File: src/rtl/lbuf_dma_scheduler_pkg.sv
// Shared FSM encodings, geometry defaults and sizing helper for the linebuffer DMA scheduler.
// No logic; latency and backpressure are properties of the modules that import it.
// States are plain localparams so legacy code can compare against raw encodings.
package lbuf_dma_scheduler_pkg;

  typedef logic [1:0] fsm_state_t;

  localparam fsm_state_t ST_IDLE   = 2'd0;
  localparam fsm_state_t ST_ACTIVE = 2'd1;
  localparam fsm_state_t ST_DRAIN  = 2'd2;

  localparam int DEF_WORDS_PER_LINE  = 480;
  localparam int DEF_LINES_PER_FRAME = 1080;

  function automatic int clog2(input int n);
    int r;
    r = 0;
    while ((1 << r) < n) r++;
    return r;
  endfunction

endpackage

File: src/rtl/lbuf_bank_ring.sv
// Bank ring: write/read pointers, occupancy and the line number held in each filled bank.
// Latency: push/pop take effect at the next pclk edge; read-side tag follows the read pointer.
// Backpressure: caller only pushes when not full or popping in the same cycle, and pops when non-empty.
module lbuf_bank_ring
  import lbuf_dma_scheduler_pkg::*;
#(
  parameter int NUM_BANKS = 2,
  parameter int LINE_W    = 12,
  parameter int PTR_W     = clog2(NUM_BANKS)
) (
  input  logic              pclk,
  input  logic              reset_n,
  input  logic              clear,
  input  logic              push,
  input  logic              pop,
  input  logic [LINE_W-1:0] push_tag,
  output logic [PTR_W-1:0]  wr_ptr,
  output logic [PTR_W-1:0]  rd_ptr,
  output logic [PTR_W:0]    occupancy,
  output logic [PTR_W:0]    occ_nxt,
  output logic [LINE_W-1:0] rd_tag,
  output logic              empty,
  output logic              full
);

  logic [LINE_W-1:0] tags [NUM_BANKS];

  assign empty  = (occupancy == '0);
  assign full   = (occupancy == (PTR_W+1)'(NUM_BANKS));
  assign rd_tag = tags[rd_ptr];

  // Simultaneous push and pop leaves occupancy unchanged, which is what lets a full ring accept.
  always_comb begin
    occ_nxt = occupancy;
    if (clear)
      occ_nxt = '0;
    else if (push && !pop)
      occ_nxt = occupancy + 1'b1;
    else if (pop && !push)
      occ_nxt = occupancy - 1'b1;
  end

  always_ff @(posedge pclk or negedge reset_n) begin
    if (!reset_n) begin
      wr_ptr    <= '0;
      rd_ptr    <= '0;
      occupancy <= '0;
      for (int i = 0; i < NUM_BANKS; i++) tags[i] <= '0;
    end else begin
      occupancy <= occ_nxt;
      if (clear) begin
        wr_ptr <= '0;
        rd_ptr <= '0;
      end else begin
        if (push) begin
          tags[wr_ptr] <= push_tag;
          wr_ptr       <= wr_ptr + 1'b1;
        end
        if (pop) rd_ptr <= rd_ptr + 1'b1;
      end
    end
  end

endmodule

File: src/rtl/lbuf_dma_scheduler.sv
// Linebuffer bank scheduler between pixel capture and PS DMA; frame FSM, irqs, overflow; LBUF_STATS_EN adds drop/peak stats.
// Latency: line_end -> line_irq/dma_req one cycle; last drain ack -> frame_irq one cycle once in DRAIN.
// Backpressure: wr_enable drops when all banks are filled; a line_end with no free bank is dropped and flagged.
module lbuf_dma_scheduler
  import lbuf_dma_scheduler_pkg::*;
#(
  parameter int NUM_BANKS       = 2,
  parameter int ADDRESS_WIDTH   = 32,
  parameter int WORDS_PER_LINE  = DEF_WORDS_PER_LINE,
  parameter int LINES_PER_FRAME = DEF_LINES_PER_FRAME,
  parameter int LINE_W          = 12
) (
  input  logic                     pclk,
  input  logic                     reset_n,
  input  logic                     vsync,
  input  logic                     line_end,
  output logic                     wr_enable,
  output logic [ADDRESS_WIDTH-1:0] wr_base,
  output logic                     dma_req,
  output logic [ADDRESS_WIDTH-1:0] dma_base,
  output logic [LINE_W-1:0]        dma_line,
  input  logic                     dma_ack,
  output logic                     line_irq,
  output logic                     frame_irq,
  output logic                     overflow,
  output logic [15:0]              drop_count,
  output logic [3:0]               max_occ
);

  localparam int                PTR_W     = clog2(NUM_BANKS);
  localparam logic [PTR_W:0]    OCC_FULL  = (PTR_W+1)'(NUM_BANKS);
  localparam logic [PTR_W:0]    OCC_ONE   = (PTR_W+1)'(1);
  localparam logic [LINE_W-1:0] LINE_LAST = LINE_W'(LINES_PER_FRAME);

  fsm_state_t        state;
  fsm_state_t        state_nxt;
  logic              vsync_q;
  logic              vsync_q2;
  logic              frame_start;
  logic              frame_done;
  logic              line_take;
  logic              pop_ok;
  logic              accept;
  logic              drop;
  logic              drain_done;
  logic [LINE_W-1:0] line_cnt;
  logic [PTR_W-1:0]  wr_ptr;
  logic [PTR_W-1:0]  rd_ptr;
  logic [PTR_W:0]    occupancy;
  logic [PTR_W:0]    occ_nxt;
  logic              empty;
  logic              full;

  // Bank bases are elaboration-time constants, so address generation is a small mux.
  logic [ADDRESS_WIDTH-1:0] base_lut [NUM_BANKS];
  for (genvar g = 0; g < NUM_BANKS; g++) begin : gen_base
    assign base_lut[g] = ADDRESS_WIDTH'(g * WORDS_PER_LINE);
  end

  assign frame_start = vsync_q & ~vsync_q2;
  assign frame_done  = (line_cnt == LINE_LAST);
  assign line_take   = (state == ST_ACTIVE) && line_end && !frame_done && !frame_start;
  assign pop_ok      = dma_ack && !empty;
  assign accept      = line_take && (!full || pop_ok);
  assign drop        = line_take && !accept;
  assign drain_done  = (occupancy == '0) || ((occupancy == OCC_ONE) && pop_ok);

  assign dma_req  = !empty;
  assign wr_base  = base_lut[wr_ptr];
  assign dma_base = base_lut[rd_ptr];

  lbuf_bank_ring #(
    .NUM_BANKS (NUM_BANKS),
    .LINE_W    (LINE_W),
    .PTR_W     (PTR_W)
  ) u_ring (
    .pclk      (pclk),
    .reset_n   (reset_n),
    .clear     (frame_start),
    .push      (accept),
    .pop       (pop_ok),
    .push_tag  (line_cnt),
    .wr_ptr    (wr_ptr),
    .rd_ptr    (rd_ptr),
    .occupancy (occupancy),
    .occ_nxt   (occ_nxt),
    .rd_tag    (dma_line),
    .empty     (empty),
    .full      (full)
  );

  always_comb begin
    state_nxt = state;
    if (frame_start) begin
      state_nxt = ST_ACTIVE;
    end else begin
      case (state)
        ST_IDLE:   state_nxt = ST_IDLE;
        ST_ACTIVE: if (frame_done) state_nxt = ST_DRAIN;
        ST_DRAIN:  if (drain_done) state_nxt = ST_IDLE;
        default:   state_nxt = ST_IDLE;
      endcase
    end
  end

  always_ff @(posedge pclk or negedge reset_n) begin
    if (!reset_n) begin
      vsync_q   <= 1'b0;
      vsync_q2  <= 1'b0;
      state     <= ST_IDLE;
      line_cnt  <= '0;
      line_irq  <= 1'b0;
      frame_irq <= 1'b0;
      overflow  <= 1'b0;
      wr_enable <= 1'b0;
    end else begin
      vsync_q   <= vsync;
      vsync_q2  <= vsync_q;
      state     <= state_nxt;
      line_irq  <= accept;
      frame_irq <= !frame_start && (state == ST_DRAIN) && drain_done;
      wr_enable <= (state_nxt == ST_ACTIVE) && (occ_nxt < OCC_FULL);
      if (frame_start) begin
        line_cnt <= '0;
        overflow <= 1'b0;
      end else begin
        // Dropped lines still count so the frame ends on schedule.
        if (line_take && (line_cnt != '1)) line_cnt <= line_cnt + 1'b1;
        if (drop) overflow <= 1'b1;
      end
    end
  end

`ifdef LBUF_STATS_EN
  logic [15:0] drop_cnt_q;
  logic [3:0]  max_occ_q;

  always_ff @(posedge pclk or negedge reset_n) begin
    if (!reset_n) begin
      drop_cnt_q <= '0;
      max_occ_q  <= '0;
    end else if (frame_start) begin
      drop_cnt_q <= '0;
      max_occ_q  <= '0;
    end else begin
      if (drop && (drop_cnt_q != 16'hFFFF)) drop_cnt_q <= drop_cnt_q + 16'd1;
      if (4'(occ_nxt) > max_occ_q) max_occ_q <= 4'(occ_nxt);
    end
  end

  assign drop_count = drop_cnt_q;
  assign max_occ    = max_occ_q;
`else
  assign drop_count = '0;
  assign max_occ    = '0;
`endif

endmodule
File: config.mk
export PLATFORM = sky130hd
export DESIGN_NAME = lbuf_dma_scheduler
export DESIGN_NICKNAME = d
export VERILOG_FILES = /design/src/rtl/lbuf_dma_scheduler_pkg.sv /design/src/rtl/lbuf_bank_ring.sv /design/src/rtl/lbuf_dma_scheduler.sv
export SDC_FILE = /design/constraint.sdc
export NUM_CORES = 1
export LEC_CHECK = 0
export BUFFER_PORTS_ARGS = -buffer_cell sky130_fd_sc_hd__clkbuf_2
export CAP_MARGIN = 30
export CORE_MARGIN = 2
export CORE_UTILIZATION = 51
export DETAILED_ROUTE_END_ITERATION = 6
export PLACE_DENSITY = 0.81
export SLEW_MARGIN = 20
export SYNTH_ARGS = -nofsm -noshare
export SYNTH_HDL_FRONTEND = slang
export SYNTH_SLANG_ARGS = --single-unit
File: constraint.sdc
create_clock -name pclk -period 2.9 [get_ports pclk]
set_clock_uncertainty 0.2 [all_clocks]
set_input_delay 0.58 -clock pclk [delete_from_list [all_inputs] [get_ports pclk]]
set_output_delay 0.58 -clock pclk [all_outputs]
set_load 0.01 [all_outputs]
==> results.toml, run 1 <==
[logic_synthesis]
synth_flop_cell = "dfrtp_1"
synth_top_cell_area_share_pct = 38.7
synth-edff-count = 0
netlist_top_cells_area = "dfrtp_1, buf_4, mux2_4"
syn_inst = 296
syn_area_sq_um = 3110
ys_warn_count = 0
synthMostInstantiatedCell = "buf_4"
ys_seq_area_share_pct = 38.7
synth-seq-cells = 48
yosysTopAreaCell = "dfrtp_1"
synth_cell_types = 36
ys_async_sr_fraction_pct = 100
synth_area_per_cell_sq_um = 10.5
netlist_top_cells_count = "buf_4, dfrtp_1, mux2_4, mux2_2, nor2_1"

[worst_setup_path]
setup.worst_path.start_class = "register"
ff2ff_setup_slack_ns = 0.45
worstPathArrival_ns = 2.48
reg2reg_from = "line_cnt[0]"
slowest_stage = "dfrtp_1"
crit_path_max_fanout = 17
slowest_delay_ns = 0.41
cp_cell_sequence = "inv_1 > ha_1 > nor4b_1 > a31oi_1 > buf_4 > nand3_1 > or3_1 > a21oi_1"
end_kind = "register"
path_class = "reg2reg"
crit_required_ns = 2.93
worst-r2r-cell-count = 8
setup.worst_path.end = "line_cnt[9]"
timing.rr.end = "line_cnt[9]"
cp-startpoint = "line_cnt[0]"

[layout]
area_growth_pct = -0.403
antennaDiodeCount = 0
finalNetCount = 328
final_layout_size_suffix_gt1_share_pct = 25.6
stdcell_count = 392

[route]
drc_errors = 0
ant_nets = 0
drt_wl_total_mm = 5.00
wl_per_cell_um = 12.8
drt_iter0_markers = 147
num_vias = 1844
dr.pass1.iters = 4
via_per_inst = 4.70

[global_route]
overflow = 0
grt_pass1_vias = 1621
gr-usage-all-layers_pct = 15.2
antenna_found_initial = 0
grt_max_degree = 23
grt_pass1_wl_mm = 7.73

[cts]
htreeDepth = 2
root_buffer = "clkbuf_8"
clk_pin_slew_ns = 0.09
cts.sinks = 48
clockBufferDepth = 2
clk_latency_ns = 0.30
postCtsSetupBuffers = 0
cts_inserted_buffers = 5
cts_tree = "yes"

[floorplan]
die_h_um = 82.1
die_w_um = 82.1
initial_core_util_pct = 52.5
num_io_pins = 106
dieArea_sq_um = 6730
rows = 28
coreArea_sq_um = 5920

[hold_path]
hold_class = "in2reg"

[pwr]
power_density_nw_per_um2 = 582
power_frac_clock_pct = 27.8
peakVddDrop_mv = 0.329
comb_power_share_pct = 27.5
swShare_pct = 32.3
p_seq_share_pct = 44.8
switching_power_mw = 0.582
p_int_mw = 1.22
leakage_nw = 1.70

[timing]
final.min_clock_period_ns = 2.45
maxSlewViolCount = 0
setup_viol = 0
hold_viol = 0
slew_headroom_pct = 53.3
rsz0062_at_grt = "false"
post-route-period-util_pct = 84.6
hold_ws_ns = 0.183
worst-slew-pin-transition_ns = 0.700
fmax_mhz = 407
fin_tns_setup_ns = 0

[placed_design]
hpwlAfterDp_mm = 3.67
place.gp.congestion = 0.828
dp_cells = 383
port_buffers = 29

[run]
maxCapViolCount = 0

[status]
outcome = "completed"
## flip-flops by register name (all words and copies together) (netlist names)
| register | count |
|---|---|
| u_ring.tags | 24 |
| line_cnt | 12 |
| state | 2 |
| u_ring.occupancy | 2 |
| frame_irq | 1 |
| line_irq | 1 |
| overflow | 1 |
| u_ring.rd_ptr | 1 |
| u_ring.wr_ptr | 1 |
| vsync_q | 1 |
| vsync_q2 | 1 |
| wr_enable | 1 |
## critical path, delay by kind of cell (launching register included)
kind | cells | cell delay, ns
DFF | 1 | 0.41
AOI/OAI and AO/OA | 2 | 0.49
buffers and inverters | 2 | 0.38
adders and majority gates | 1 | 0.23
and+or+nand+nor | 3 | 0.68
## placed cells by master, fill, tap and decap left out
cell / count
and3_1: 7
mux2_2: 16
and3_4: 1
nand2_1: 14
dfrtp_1: 48
nor4b_4: 1
clkinv_4: 1
nand2b_1: 3
or3_1: 1
and2_1: 1
dlygate4sd3_1: 1
and4_1: 1
a31oi_1: 3
nand4_1: 5
a21oi_1: 6
nor2b_1: 3
conb_1: 76
nand2_2: 1
nor4_1: 2
nor3b_1: 1
mux2_4: 20
xnor2_1: 3
inv_1: 7
ha_1: 7
nor2_1: 16
mux2i_1: 3
a311oi_1: 1
clkbuf_2: 29
clkbuf_8: 6
nand2b_2: 1
bufinv_16: 1
buf_4: 4
o21ai_0: 7
xor2_1: 8
nand3_1: 7
nor4b_1: 4
a21o_1: 1
## metrics by stage
| stage | setup WS [ns] | cell area, sq um | power [mW] | utilization [%] |
|---|---|---|---|---|
| floorplan | 0.750 | 3390 | 1.30 | - |
| global placement | 0.541 | 2960 | 1.30 | 50.0 |
| detailed placement | 0.480 | 2960 | 1.31 | 50.0 |
| CTS | 0.428 | 3090 | 1.82 | 52.3 |
| global route | 0.304 | 3090 | 1.92 | 52.3 |
| finish | 0.446 | 3090 | 1.80 | 52.3 |
## power by group through the flow
| stage | clock, mW | combinational (mW) | sequential (mW) |
|---|---|---|---|
| after floorplan | 0 | 0.515 | 0.782 |
| after global routing | 0.548 | 0.554 | 0.821 |
| final | 0.500 | 0.494 | 0.805 |
| after CTS | 0.519 | 0.498 | 0.807 |
| after detailed placement | 0 | 0.491 | 0.820 |
| after global placement | 0 | 0.481 | 0.816 |
## metal layers
layer	GRT usage, %	routed length (um)	up-vias
li1	-	-	866
met1	18.9	2070	903
met2	26.2	2570	69
met3	3.74	325	6
met4	3.83	35	0
met5	0	0	-
## final cells by class
type,instances,area [sq um]
timing repair buffer,34,185
sequential,48,1200
clock buffer,6,82.6
multi-input combinational,220,1470
clock inverter,2,38.8
tap,75,93.8
inverter,7,26.3
fill,553,2830
## how the worst min path moves through the flow
| stage | startpoint | end | cells past startpoint | slack, ns |
|---|---|---|---|---|
| floorplan | reset_n | frame_irq | 0 | 0.08 |
| global placement | vsync_q | vsync_q2 | 0 | 0.18 |
| detailed placement | vsync_q | vsync_q2 | 0 | 0.19 |
| CTS | vsync | vsync_q | 1 | 0.18 |
| global route | vsync | vsync_q | 1 | 0.18 |
| finish | vsync | vsync_q | 1 | 0.18 |
## cell families after synthesis
group | after synthesis | synth area share [%]
AOI/OAI and AO/OA | 18 | 3.22
adders and majority gates | 7 | 2.82
muxes | 39 | 16.4
xor gates and xnor gates | 11 | 3.10
other | 1 | 0.121
buffers and inverters | 103 | 23.2
DFF | 48 | 38.7
and+or+nand+nor | 69 | 12.4
## what timing repair did
| action | in CTS | in global routing |
|---|---|---|
| resized for setup | 0 | 0 |
| hold buffers | 1 | 0 |
| endpoints found under the hold margin | 12 | 0 |
Power figures use the tool's default switching activity.
==> run 2, diff against run 1 <==
--- a/config.mk
+++ b/config.mk
@@ -8,9 +8,9 @@
 export BUFFER_PORTS_ARGS = -buffer_cell sky130_fd_sc_hd__clkbuf_2
 export CAP_MARGIN = 30
 export CORE_MARGIN = 2
-export CORE_UTILIZATION = 51
+export CORE_UTILIZATION = 46
 export DETAILED_ROUTE_END_ITERATION = 6
-export PLACE_DENSITY = 0.81
+export PLACE_DENSITY = 0.77
 export SLEW_MARGIN = 20
 export SYNTH_ARGS = -nofsm -noshare
 export SYNTH_HDL_FRONTEND = slang
==> constraint.sdc (replaced) <==
create_clock -name pclk -period 2.2 [get_ports pclk]
set_clock_uncertainty 0.2 [all_clocks]
set_input_delay 0.44 -clock pclk [delete_from_list [all_inputs] [get_ports pclk]]
set_output_delay 0.44 -clock pclk [all_outputs]
set_load 0.01 [all_outputs]
==> run 2 against run 1 <==
  * Cell count rose by 5.4%
  * Highest routed layer unchanged
  * Sequential share of layout area down 2.8 points
  * First-iteration DRC count down 40%
  * Die area up 10%
  * Core utilization down 0.58 points
  * Via count grew 4.6%
==> results.toml, run 2 (same netlist as run 1, synthesis figures left out) <==
[global_route]
gr-usage-all-layers_pct = 13.9
grt_pass1_wl_mm = 8.08
grt_pass1_vias = 1658
antenna_found_initial = 0
overflow = 0
grt_max_degree = 49

[cts]
cts.sinks = 48
clockBufferDepth = 2
clk_pin_slew_ns = 0.09
htreeDepth = 2
clk_latency_ns = 0.30
cts_inserted_buffers = 5
root_buffer = "clkbuf_8"
hold_buffers = 0
cts_tree = "yes"

[layout]
final_util_pct = 51.7
area_growth_pct = 7.45
regMostFlops = "u_ring.tags"
top_regs = "u_ring.tags (24), line_cnt (12)"
antennaDiodeCount = 0
finalNetCount = 347
final_cell_mix = "conb_1, dfrtp_1, clkbuf_2, mux2_4, buf_4"
largest_register_ffs = 24
final_layout_size_suffix_gt1_share_pct = 33.0
stdcell_count = 413
final_common_cell = "conb_1"

[floorplan]
coreArea_sq_um = 6460
die_w_um = 86.2
die_h_um = 86.2
dieArea_sq_um = 7430
rows = 29
initial_core_util_pct = 48.1
num_io_pins = 106

[pwr]
peakVddDrop_mv = 0.511
power_mw = 2.50
leakage_nw = 1.84
power_density_nw_per_um2 = 749

[hold_path]
hold_class = "in2async"

[route]
drc_errors = 0
drt_wl_total_mm = 5.36
dr.pass1.iters = 4
num_vias = 1928
ant_nets = 0
drt_iter0_markers = 88
wl_per_cell_um = 13.0
via_per_inst = 4.67

[worst_setup_path]
worstPathArrival_ns = 2.18
crit_required_ns = 2.19
cp_cell_sequence = "and3_1 > and3_4 > nor4b_4 > nand2_2 > clkbuf_16 > mux2_4"
slowest_stage = "dfrtp_1"
crit_path_max_fanout = 6
setup.worst_path.start_class = "register"
path_class = "reg2reg"
slowest_delay_ns = 0.45
end_kind = "register"

[timing]
hold_viol = 0
final.min_clock_period_ns = 2.19
maxSlewViolCount = 0
hold_ws_ns = 0.00568
worst-slew-pin-transition_ns = 0.574
slew_headroom_pct = 61.7
fmax_mhz = 456
setup_viol = 0
post-route-period-util_pct = 99.6
rsz0062_at_grt = "true"

[placed_design]
port_buffers = 29
place.gp.congestion = 0.813
hpwlAfterDp_mm = 3.93
dp_cells = 400

[status]
outcome = "completed"

[run]
maxCapViolCount = 0
[run 2: cell count changes in the layout (fill, tap and decap cells not counted), sizes merged]
cell         previous run  this run
buf                     4        23
clkbuf                 35        36
dlygate4sd3             1         0
[run 2: timing repair]
action,CTS,global route
pin swaps,1,4
gates resized for setup,0,13
setup buffers,0,4
gates cloned,0,1
endpoints found under the setup margin,4,29
[run 2: critical path, delay by kind of cell, from the launching register on]
kind,cells,cell delay [ns]
flops,1,0.45
simple gates,4,0.92
mux,1,0.29
buf+inv,1,0.20
[run 2: power by group]
part / leakage, nW / switching, mW / internal [mW]
logic: 1.13 / 0.463 / 0.366
registers: 0.655 / 0.0487 / 0.957
clock network: 0.0614 / 0.293 / 0.372
total: 1.84 / 0.805 / 1.69
[run 2: stage by stage]
step	area [sq um]	setup TNS (ns)	worst slack (ns)
finish	3340	0	0.00812
detailed placement	3100	-0.00655	-0.00372
CTS	3220	0	0.00675
global route	3340	-0.561	-0.0746
global placement	3100	0	0.0907
floorplan	3390	0	0.0495
[run 2: cell type report]
class                   instances  area (sq um)
clock buffers                   6          82.6
clock inverters                 2          38.8
repair buffers                 53           368
inverters                       7          26.3
well taps                      77          96.3
flip-flops and latches         48          1200
multi-input cells             220          1530
fillers                       562          3120
[run 2: path summary, 6_finish.rpt]
| kind | cells past startpoint | slack (ns) | endpoint | startpoint |
|---|---|---|---|---|
| max in group asynchronous | 2 | 1.39 | frame_irq | reset_n |
| min reg2reg | 0 | 0.20 | vsync_q2 | vsync_q |
| max | 6 | 0.008 | u_ring.tags[0] | line_cnt[4] |
| min in group pclk | 1 | 0.04 | vsync_q | vsync |
| min | 2 | 0.006 | u_ring.tags[6] | reset_n |
| max reg2reg | 6 | 0.008 | u_ring.tags[0] | line_cnt[4] |
[run 2: metal layers]
layer	track usage, %	part of all wire [%]	up-vias
li1	-	-	901
met1	17.8	42	938
met2	24.0	50	82
met3	2.86	6.4	7
met4	3.84	0.99	0
met5	0	0	-
==> run 3, diff against run 2 <==
--- a/config.mk
+++ b/config.mk
@@ -7,10 +7,12 @@
 export LEC_CHECK = 0
 export BUFFER_PORTS_ARGS = -buffer_cell sky130_fd_sc_hd__clkbuf_2
 export CAP_MARGIN = 30
+export CELL_PAD_IN_SITES_DETAIL_PLACEMENT = 1
+export CELL_PAD_IN_SITES_GLOBAL_PLACEMENT = 1
 export CORE_MARGIN = 2
-export CORE_UTILIZATION = 46
+export CORE_UTILIZATION = 35
 export DETAILED_ROUTE_END_ITERATION = 6
-export PLACE_DENSITY = 0.77
+export PLACE_DENSITY_LB_ADDON = 0.1
 export SLEW_MARGIN = 20
 export SYNTH_ARGS = -nofsm -noshare
 export SYNTH_HDL_FRONTEND = slang
==> run 3 against run 2 <==
  * Worst setup slack better by 0.023 ns
  * Wire length up 15%
  * Largest power group unchanged
  * Sequential share of layout area down 1.6 points
  * Flip-flop and latch count unchanged
  * Core utilization down 11 points
  * Critical endpoint is now u_ring.tags[23]
  * Cell count up 9.9%
==> results.toml, run 3 (same netlist as run 1, synthesis figures left out) <==
[timing]
final.min_clock_period_ns = 2.17
layout_setup_ws_ns = 0.0314
rsz0062_at_grt = "true"
fin_tns_setup_ns = 0
maxSlewViolCount = 0
post-route-period-util_pct = 98.6
fmax_mhz = 461
hold_viol = 0
setup_viol = 0

[route]
wl_met3_um = 274
via_per_inst = 4.32
route.met2.wl_mm = 3.03
highest-signal-layer = "met4"
wl_per_cell_um = 13.6
drc_errors = 0
drt_iter0_markers = 61
dr.pass1.iters = 4
num_vias = 1963
ant_nets = 0
drt_wl_total_mm = 6.16
wl_met1_mm = 2.80

[worst_setup_path]
timing.rr.end = "u_ring.tags[23]"
ff2ff_setup_slack_ns = 0.03
path_class = "reg2reg"
slowest_stage = "dfrtp_1"
worst-r2r-cell-count = 8
crit_required_ns = 2.20
slowest_delay_ns = 0.37
reg2reg_from = "line_cnt[0]"
crit_path_max_fanout = 6
crit_top_cell = "nor4b_4"
cp_cell_sequence = "inv_2 > ha_4 > nor4b_4 > and3_4 > nor4b_4 > nand2b_4 > clkbuf_16 > mux2_4"
end_kind = "register"
worstPathArrival_ns = 2.17
setup.worst_path.start_class = "register"

[layout]
multi_input_area_sq_um = 1550
fill_cells = 1011
final_cell_mix = "conb_1, dfrtp_1, clkbuf_2, buf_4, mux2_4"
antennaDiodeCount = 0
finalNetCount = 357
area_growth_pct = 12.6
largest_register_ffs = 24
top_regs = "u_ring.tags (24), line_cnt (12)"
regArea_sq_um = 1200
final_common_cell = "conb_1"
regMostFlops = "u_ring.tags"
final_layout_size_suffix_gt1_share_pct = 34.4

[cts]
cts_inserted_buffers = 5
htreeDepth = 2
root_buffer = "clkbuf_8"
cts.sinks = 48
clockBufferDepth = 2
clk_latency_ns = 0.31
clk_pin_slew_ns = 0.10
cts_tree = "yes"

[global_route]
grt_pass1_vias = 1911
antenna_found_initial = 0
overflow = 0
grt_pass1_wl_mm = 9.75
grt_max_degree = 49
gr-usage-all-layers_pct = 12.6

[pwr]
leakage_nw = 1.91
power_density_nw_per_um2 = 730
peakVddDrop_mv = 0.348

[floorplan]
initial_core_util_pct = 35.8
die_h_um = 98.2
rows = 34
coreArea_sq_um = 8680
num_io_pins = 106
die_w_um = 98.2
dieArea_sq_um = 9650

[placed_design]
port_buffers = 29
pre_cts_ws_ns = -0.0103
hpwlAfterDp_mm = 4.38
place.gp.congestion = 0.745

[hold_path]
min_from = "vsync"
hold-path-endpoint = "vsync_q"
hold_class = "in2reg"
holdPathStages = 1

[status]
outcome = "completed"

[run]
maxCapViolCount = 0
==> run 3: timing repair <==
item                       4_1_cts  5_1_grt
hold buffers                     1        0
gates cloned                     0        2
hold endpoints to repair        48        0
gates resized for setup          2       16
pin swaps                        1        4
buffers inserted                 3        2
setup endpoints to repair       25       38
==> run 3: worst max path at each step <==
stage                      startpoint                  end
after floorplan           line_cnt[0]      u_ring.tags[13]
after global placement    line_cnt[0]            wr_enable
after detailed placement  line_cnt[0]       u_ring.tags[4]
after CTS                 line_cnt[0]  u_ring.occupancy[1]
after global routing      line_cnt[0]      u_ring.tags[23]
final                     line_cnt[0]      u_ring.tags[23]
==> run 3: cell type report <==
| cell class | instances | share of cell area (%) |
|---|---|---|
| timing repair buffer | 63 | 13.6 |
| multi-input combinational | 220 | 44.2 |
| tap | 108 | 3.86 |
| sequential | 48 | 34.3 |
| clock inverter | 3 | 1.32 |
| clock buffer | 5 | 1.97 |
| inverter | 7 | 0.751 |
==> run 3: routing by layer <==
| layer | vias to the layer above | track usage (%) |
|---|---|---|
| li1 | 921 | - |
| met1 | 978 | 16.8 |
| met2 | 59 | 21.2 |
| met3 | 5 | 2.08 |
| met4 | 0 | 3.48 |
| met5 | - | 0 |
==> run 3: stage by stage <==
step / utilization (%) / instance area [sq um] / cells / power (mW) / hold WS [ns]
floorplan: - / 3390 / 371 / 1.71 / -0.0556
global placement: 37.1 / 3220 / 438 / 1.83 / 0.178
detailed placement: 37.1 / 3220 / 438 / 1.84 / 0.199
CTS: 38.9 / 3380 / 450 / 2.53 / 0.0290
global route: 40.3 / 3500 / 454 / 2.72 / 0.0261
finish: 40.3 / 3500 / 454 / 2.55 / 0.0351
==> run 3: worst max-delay path: cells and delay by family, from the launching register on <==
| family | cells | cell delay, ns |
|---|---|---|
| buffers and inverters | 2 | 0.25 |
| flip-flops | 1 | 0.37 |
| multiplexers | 1 | 0.29 |
| AND/OR/NAND/NOR | 4 | 0.81 |
| adder cells (fa/ha/maj) | 1 | 0.16 |
==> run 3: power breakdown <==
| part | switching (mW) | internal [mW] |
|---|---|---|
| Sequential | 0.0433 | 0.957 |
| Combinational | 0.481 | 0.397 |
| Clock | 0.331 | 0.343 |
| Total | 0.856 | 1.70 |
